`src/rtl/regalu_pipe_if.sv`:
```
// Operation/result handshake bundle between the decode unit, regalu_pipe and its consumer.
// The master side issues operations and accepts results; regalu_pipe is the slave.
interface regalu_pipe_if #(
    parameter int unsigned DATA_WIDTH    = 32,
    parameter int unsigned ADDRESS_WIDTH = 5
);
    logic                     in_valid;
    logic                     in_ready;
    logic [ADDRESS_WIDTH-1:0] rs1;
    logic [ADDRESS_WIDTH-1:0] rs2;
    logic [ADDRESS_WIDTH-1:0] rd;
    logic                     RegWrite;
    logic                     ALUsrc;
    logic [3:0]               ALUCtrl;
    logic [DATA_WIDTH-1:0]    ImmOp;
    logic                     out_valid;
    logic                     out_ready;
    logic [DATA_WIDTH-1:0]    result;
    logic                     eq;

    modport master (
        output in_valid, rs1, rs2, rd, RegWrite, ALUsrc, ALUCtrl, ImmOp, out_ready,
        input  in_ready, out_valid, result, eq
    );

    modport slave (
        input  in_valid, rs1, rs2, rd, RegWrite, ALUsrc, ALUCtrl, ImmOp, out_ready,
        output in_ready, out_valid, result, eq
    );
endinterface

```
`src/rtl/regalu_pipe.sv`:
```
// Register file + ALU with a single registered write-back stage, valid/ready handshake
// and forwarding of the pending write-back value into operand read.
module regalu_pipe #(
    parameter int unsigned DATA_WIDTH    = 32,
    parameter int unsigned ADDRESS_WIDTH = 5,
    parameter int unsigned A0_ADDR       = 10
) (
    input  logic                  clk,
    input  logic                  rst,
    regalu_pipe_if.slave          bus,
    output logic [DATA_WIDTH-1:0] a0
);
    localparam int unsigned DEPTH = 2 ** ADDRESS_WIDTH;
    localparam int unsigned SHW   = $clog2(DATA_WIDTH);
    localparam logic [ADDRESS_WIDTH-1:0] A0_IDX = ADDRESS_WIDTH'(A0_ADDR);

    logic [DATA_WIDTH-1:0]    regs_q [DEPTH];
    logic                     out_valid_q;
    logic                     eq_q;
    logic                     we_q;
    logic [DATA_WIDTH-1:0]    result_q;
    logic [ADDRESS_WIDTH-1:0] rd_q;

    logic                  accept;
    logic                  retire;
    logic [DATA_WIDTH-1:0] rs1_val;
    logic [DATA_WIDTH-1:0] rs2_val;
    logic [DATA_WIDTH-1:0] op1;
    logic [DATA_WIDTH-1:0] op2;
    logic [DATA_WIDTH-1:0] alu_d;
    logic [SHW-1:0]        shamt;

    assign bus.in_ready  = !out_valid_q || bus.out_ready;
    assign accept        = bus.in_valid && bus.in_ready;
    assign retire        = out_valid_q && bus.out_ready;
    assign bus.out_valid = out_valid_q;
    assign bus.result    = result_q;
    assign bus.eq        = eq_q;
    assign a0            = regs_q[A0_IDX];

    // Pending write-back wins over the register file, whether or not it retires this cycle.
    always_comb begin
        rs1_val = regs_q[bus.rs1];
        if (bus.rs1 == '0) begin
            rs1_val = '0;
        end else if (out_valid_q && we_q && rd_q == bus.rs1) begin
            rs1_val = result_q;
        end
        rs2_val = regs_q[bus.rs2];
        if (bus.rs2 == '0) begin
            rs2_val = '0;
        end else if (out_valid_q && we_q && rd_q == bus.rs2) begin
            rs2_val = result_q;
        end
    end

    always_comb begin
        op1   = rs1_val;
        op2   = bus.ALUsrc ? bus.ImmOp : rs2_val;
        shamt = op2[SHW-1:0];
        alu_d = '0;
        case (bus.ALUCtrl)
            4'd0:    alu_d = op1 + op2;
            4'd1:    alu_d = op1 - op2;
            4'd2:    alu_d = op1 & op2;
            4'd3:    alu_d = op1 | op2;
            4'd4:    alu_d = op1 ^ op2;
            4'd5:    alu_d = DATA_WIDTH'($signed(op1) < $signed(op2));
            4'd6:    alu_d = DATA_WIDTH'(op1 < op2);
            4'd7:    alu_d = op1 << shamt;
            4'd8:    alu_d = op1 >> shamt;
            4'd9:    alu_d = $unsigned($signed(op1) >>> shamt);
            default: alu_d = '0;
        endcase
    end

    always_ff @(posedge clk or posedge rst) begin
        if (rst) begin
            regs_q      <= '{default: '0};
            out_valid_q <= 1'b0;
            result_q    <= '0;
            eq_q        <= 1'b0;
            rd_q        <= '0;
            we_q        <= 1'b0;
        end else begin
            if (retire && we_q && rd_q != '0) begin
                regs_q[rd_q] <= result_q;
            end
            if (accept) begin
                out_valid_q <= 1'b1;
                result_q    <= alu_d;
                eq_q        <= (op1 == op2);
                rd_q        <= bus.rd;
                we_q        <= bus.RegWrite;
            end else if (retire) begin
                out_valid_q <= 1'b0;
            end
        end
    end
endmodule

```
`src/flat_wrapper.sv`:
```
// flat-port wrapper written by rule: the top's interface ports become plain ports
module regalu_pipe_flat 
#(
    parameter int unsigned DATA_WIDTH    = 32,
    parameter int unsigned ADDRESS_WIDTH = 5,
    parameter int unsigned A0_ADDR       = 10
)
  (clk, rst, a0, bus_in_valid, bus_rs1, bus_rs2, bus_rd, bus_RegWrite, bus_ALUsrc, bus_ALUCtrl, bus_ImmOp, bus_out_ready, bus_in_ready, bus_out_valid, bus_result, bus_eq);
  regalu_pipe_if #(.DATA_WIDTH(DATA_WIDTH), .ADDRESS_WIDTH(ADDRESS_WIDTH)) bus_i ();
  input  logic clk;
  input  logic rst;
  output logic [DATA_WIDTH-1:0] a0;
  input wire logic [$bits(bus_i.in_valid)-1:0] bus_in_valid;
  input wire logic [$bits(bus_i.rs1)-1:0] bus_rs1;
  input wire logic [$bits(bus_i.rs2)-1:0] bus_rs2;
  input wire logic [$bits(bus_i.rd)-1:0] bus_rd;
  input wire logic [$bits(bus_i.RegWrite)-1:0] bus_RegWrite;
  input wire logic [$bits(bus_i.ALUsrc)-1:0] bus_ALUsrc;
  input wire logic [$bits(bus_i.ALUCtrl)-1:0] bus_ALUCtrl;
  input wire logic [$bits(bus_i.ImmOp)-1:0] bus_ImmOp;
  input wire logic [$bits(bus_i.out_ready)-1:0] bus_out_ready;
  output wire logic [$bits(bus_i.in_ready)-1:0] bus_in_ready;
  output wire logic [$bits(bus_i.out_valid)-1:0] bus_out_valid;
  output wire logic [$bits(bus_i.result)-1:0] bus_result;
  output wire logic [$bits(bus_i.eq)-1:0] bus_eq;
  assign bus_i.in_valid = bus_in_valid;
  assign bus_i.rs1 = bus_rs1;
  assign bus_i.rs2 = bus_rs2;
  assign bus_i.rd = bus_rd;
  assign bus_i.RegWrite = bus_RegWrite;
  assign bus_i.ALUsrc = bus_ALUsrc;
  assign bus_i.ALUCtrl = bus_ALUCtrl;
  assign bus_i.ImmOp = bus_ImmOp;
  assign bus_i.out_ready = bus_out_ready;
  assign bus_in_ready = bus_i.in_ready;
  assign bus_out_valid = bus_i.out_valid;
  assign bus_result = bus_i.result;
  assign bus_eq = bus_i.eq;
  regalu_pipe #(.DATA_WIDTH(DATA_WIDTH), .ADDRESS_WIDTH(ADDRESS_WIDTH), .A0_ADDR(A0_ADDR)) u_core (.clk(clk), .rst(rst), .bus(bus_i), .a0(a0));
endmodule
```
`config.mk`:
```
export PLATFORM = sky130hd
export DESIGN_NAME = regalu_pipe_flat
export DESIGN_NICKNAME = d
export VERILOG_FILES = /design/src/rtl/regalu_pipe_if.sv /design/src/rtl/regalu_pipe.sv /design/src/flat_wrapper.sv
export SDC_FILE = /design/constraint.sdc
export NUM_CORES = 2
export LEC_CHECK = 0
export ABC_AREA = 0
export CORE_AREA = 5 5 523 396
export DETAILED_ROUTE_END_ITERATION = 12
export DIE_AREA = 0 0 528 401
export DONT_BUFFER_PORTS = 1
export GPL_TIMING_DRIVEN = 0
export PLACE_DENSITY_LB_ADDON = 0.08
export SYNTH_ARGS = -nofsm -noshare
export SYNTH_HDL_FRONTEND = slang
export SYNTH_SLANG_ARGS = --single-unit
```
`constraint.sdc`:
```
create_clock -name clk -period 43.9 [get_ports clk]
set_input_delay 2.195 -clock clk [delete_from_list [all_inputs] [get_ports clk]]
set_output_delay 2.195 -clock clk [all_outputs]
set_load 0.02 [all_outputs]
```
==> flow_summary.yaml <==
timing:
  rsz0062_at_grt: "no"
  setup_viol: 0
  holdWs_ps: 480
  slew_headroom: -0.0815
  period_share: 0.270
  max_clock_freq_mhz: 84.3
  finalSetupTns_ps: 0
  final.setup.worst_slack_ps: 32040
  finalCriticalPeriod_ps: 11860
  drv_slew: 202
  hold_violations: 0
  worst_pin_slew_ps: 1620
  finClkSkew_ps: 86.2
place:
  dp.cells: 8091
  hpwl_um: 287000
  gp_congestion: 0.991
  post-place-ws_ps: 31520
  port_buffers: 0
power_and_ir_drop:
  ir_drop_mv: 0.0402
  combPwrFrac: 0.209
  p_sw_mw: 0.924
  clkPwrFrac: 0.393
  seq_power_share: 0.398
  power.leakage_nw: 33.4
  p_sw_frac: 0.341
  power_density_mw_per_mm2: 36.5
  internal_power_mw: 1.79
clocking:
  htree_num_levels: 3
  cts_tree: "built"
  clockBufferDepth: 3
  numCtsBuffers: 120
  clk_latency_ps: 810
  root_buffer: "clkbuf_16"
  cts_resized: 0
  clkSinkCount: 1064
  clk_pin_slew_ps: 60
  postCtsSetupBuffers: 0
  ctsHoldBuffers: 0
logic_synthesis:
  synth_edf_count: 0
  syn_inst: 5379
  synth_area_per_cell_um2: 12.3
  synth_area_mm2: 0.0659
  ys_warn_count: 0
  async_flop_share: 1.00
  synth-seq-cells: 1064
  synth_nets: 5537
  seq_area_frac_synth: 0.404
  synth_cell_type_count: 99
  ys.flop_type: "dfrtp_1"
finish:
  fillers: 19800
  syn_to_final_growth_pct: 12.5
  seq_area_mm2: 0.0266
  postLayoutCoreUtil: 0.368
  multi_input_comb_area_mm2: 0.0362
  final_nets: 5694
  drive_above_1_share: 0.342
  final_cells: 8338
drt:
  num_vias: 54700
  wl_met3_um: 48600
  drc: 0
  wl_met1_um: 174000
  met2_length_um: 150000
  vias_per_cell: 6.56
  antenna_left: 0
  dr.pass1.iters: 6
  drt_iter0_markers: 8206
  drt-wirelength-per-cell_um: 46.8
  routed_wl_um: 390000
  routed.top_layer: "met5"
setup_path:
  r2r_start: "u_core.rd_q[2]"
  crit_path_max_incr_delay_ps: 1110
  crit_top_cell: "clkbuf_1"
  crit_fanout: 10
  crit_path_end_kind: "register"
  critPathKind: "input port to register"
  arrival_ps: 12480
  cpMaxStageDelayCell: "clkbuf_1"
  critPathRequiredTime_ps: 44520
  startpoint: "bus_rs2[1]"
  critPathTopFamily: "compound AO/OA/AOI/OAI gates"
  path_buf_inv: 6
  cp-start-kind: "input port"
  path_cells: "buf_2, buf_2, clkbuf_1, clkbuf_1, clkbuf_1, mux4_2, a221oi_1, o211ai_1, o21ai_0, o21ai_0, ha_1, clkbuf_1, nor3_1, nand2b_1, o311ai_0, a21boi_1, o21a_1, o41ai_1, xnor2_1, a221oi_1, a31oi_1"
global_routing:
  grt_pass1_wl_um: 511000
  grt_max_degree: 117
  grt_pass1_vias: 52100
  track_usage: 0.359
  grt_antenna_before_repair: 48
  grt-ovfl-total: 0
die:
  die_h_um: 401
  dieArea_mm2: 0.212
  core_mm2: 0.201
  rows: 143
  dieWidth_um: 528
  io_pins: 124
  start_util: 0.328
min_path:
  hold_class: "register to register"
  hp-start: "u_core.regs_q[1012]"
outcome:
  violations: "capacitance limit, slew limit"
  status: "finished, violations left"
run:
  maxCapViolCount: 20
-- cell type report --
class,instances,share of cell area
plain buffers,578,0.0378
multi-input cells,3629,0.488
clock inverters,47,0.00592
repair buffers,35,0.00923
clock buffers,175,0.0481
flip-flops and latches,1064,0.359
inverters,108,0.00557
diodes,20,0.000675
well taps,2682,0.0452
-- cell families after synthesis --
family                     after synthesis  synth area share
muxes                                 1897             0.382
and+or+nand+nor                        695            0.0479
buffers and inverters                  686            0.0475
xor gates and xnor gates                32           0.00425
AOI/OAI and AO/OA                      904            0.0953
adders and majority gates              101            0.0194
DFF                                   1064             0.404
-- cells in the final DEF (no fill, tap or decap), drive strengths merged, types with 10 or more instances in the layout --
master and instances:
a211oi 33, a21o 24, a21oi 187, a221oi 106, a22o 13, a22oi 113
a31oi 22, a32oi 12, and2 10, and3 12, buf 289, clkbuf 499
clkinv 39, dfrtp 1064, diode 20, ha 99, inv 110, mux2 1017
mux2i 490, mux4 390, nand2 236, nand2b 19, nand3 56, nand4 19
nor2 222, nor2b 21, nor3 31, nor4 21, o211ai 56, o21ai 163
o21bai 16, o221ai 14, o22ai 27, o31ai 13, or2 13, or3 12
xnor2 32
-- through the flow --
step	power, mW	cell area (um^2)
2_1_floorplan	1.38	65900
3_3_place_gp	1.63	69300
3_5_place_dp	1.63	70000
4_1_cts	2.69	74000
5_1_grt	2.77	74100
6_report	2.71	74200
-- worst register-to-register path, cell delays in order, from the launching register on --
cell,delay (ps)
dfrtp_1,320
clkbuf_1,470
xnor2_1,260
nand4_1,330
or2_1,200
buf_2,530
clkbuf_2,760
o21ai_0,180
a21oi_1,1230
ha_1,430
clkbuf_1,230
nor3_1,550
nand2b_1,130
o311ai_0,880
a21boi_1,570
o21a_1,400
o41ai_1,460
xnor2_1,140
a221oi_1,430
a31oi_1,210
-- Yosys cell counts, types with 10 or more instances --
cell type | n | area, um^2
mux2i_1 | 486 | 4860
a31oi_1 | 19 | 119
and3_1 | 12 | 75.1
o31ai_1 | 13 | 97.6
nor3_1 | 29 | 145
mux2_2 | 1015 | 11400
buf_6 | 22 | 248
nand2_1 | 236 | 886
buf_4 | 55 | 413
nand4_1 | 19 | 119
o21bai_1 | 16 | 120
ha_1 | 99 | 1240
nand3_1 | 56 | 280
nor2b_1 | 21 | 131
inv_1 | 100 | 375
a22oi_1 | 113 | 848
mux4_2 | 390 | 8780
o21ai_0 | 154 | 771
a221oi_1 | 105 | 920
nor4_1 | 21 | 131
nand2b_1 | 19 | 119
o221ai_1 | 13 | 114
buf_2 | 79 | 395
a22o_1 | 13 | 114
or2_2 | 11 | 68.8
nor2_1 | 221 | 830
o22ai_1 | 27 | 169
a32oi_1 | 12 | 105
or3_1 | 12 | 75.1
dfrtp_1 | 1064 | 26600
and2_1 | 10 | 62.6
a211oi_1 | 32 | 240
o211ai_1 | 55 | 413
buf_1 | 93 | 349
xnor2_1 | 32 | 280
a21o_1 | 24 | 180
a21oi_1 | 184 | 921
clkbuf_1 | 322 | 1210
-- final timing paths --
kind | end | slack (ps) | depth (start not counted)
min in group asynchronous | u_core.regs_q[203] | 1290 | 1
hold reg to reg | u_core.regs_q[1012] | 480 | 1
hold / removal | u_core.regs_q[1012] | 480 | 1
setup reg to reg | u_core.bus.result[25] | 35010 | 19
setup / recovery | u_core.bus.result[25] | 32040 | 21
max in group asynchronous | u_core.bus.result[28] | 40060 | 5
-- power by group through the flow --
stage / Combinational, mW / Sequential (mW) / Clock, mW
floorplan: 0.308 / 1.07 / 0
global placement: 0.534 / 1.10 / 0
detailed placement: 0.540 / 1.09 / 0
CTS: 0.541 / 1.08 / 1.07
global route: 0.577 / 1.08 / 1.11
finish: 0.566 / 1.08 / 1.07
-- layer usage --
| metal | GRT usage | vias up |
|---|---|---|
| met2 | 0.473 | 3571 |
| met3 | 0.140 | 706 |
| met5 | 0.00678 | - |
| li1 | - | 20800 |
| met4 | 0.132 | 26 |
| met1 | 0.523 | 29600 |
-- state kept, by name, indices dropped and copies added (netlist names) --
register / count
u_core.regs_q: 992
u_core.a0: 32
u_core.bus.out_valid: 1
u_core.bus.result: 32
u_core.rd_q: 5
u_core.bus.eq: 1
u_core.we_q: 1
Note: power is estimated with default switching activity, not from simulation.
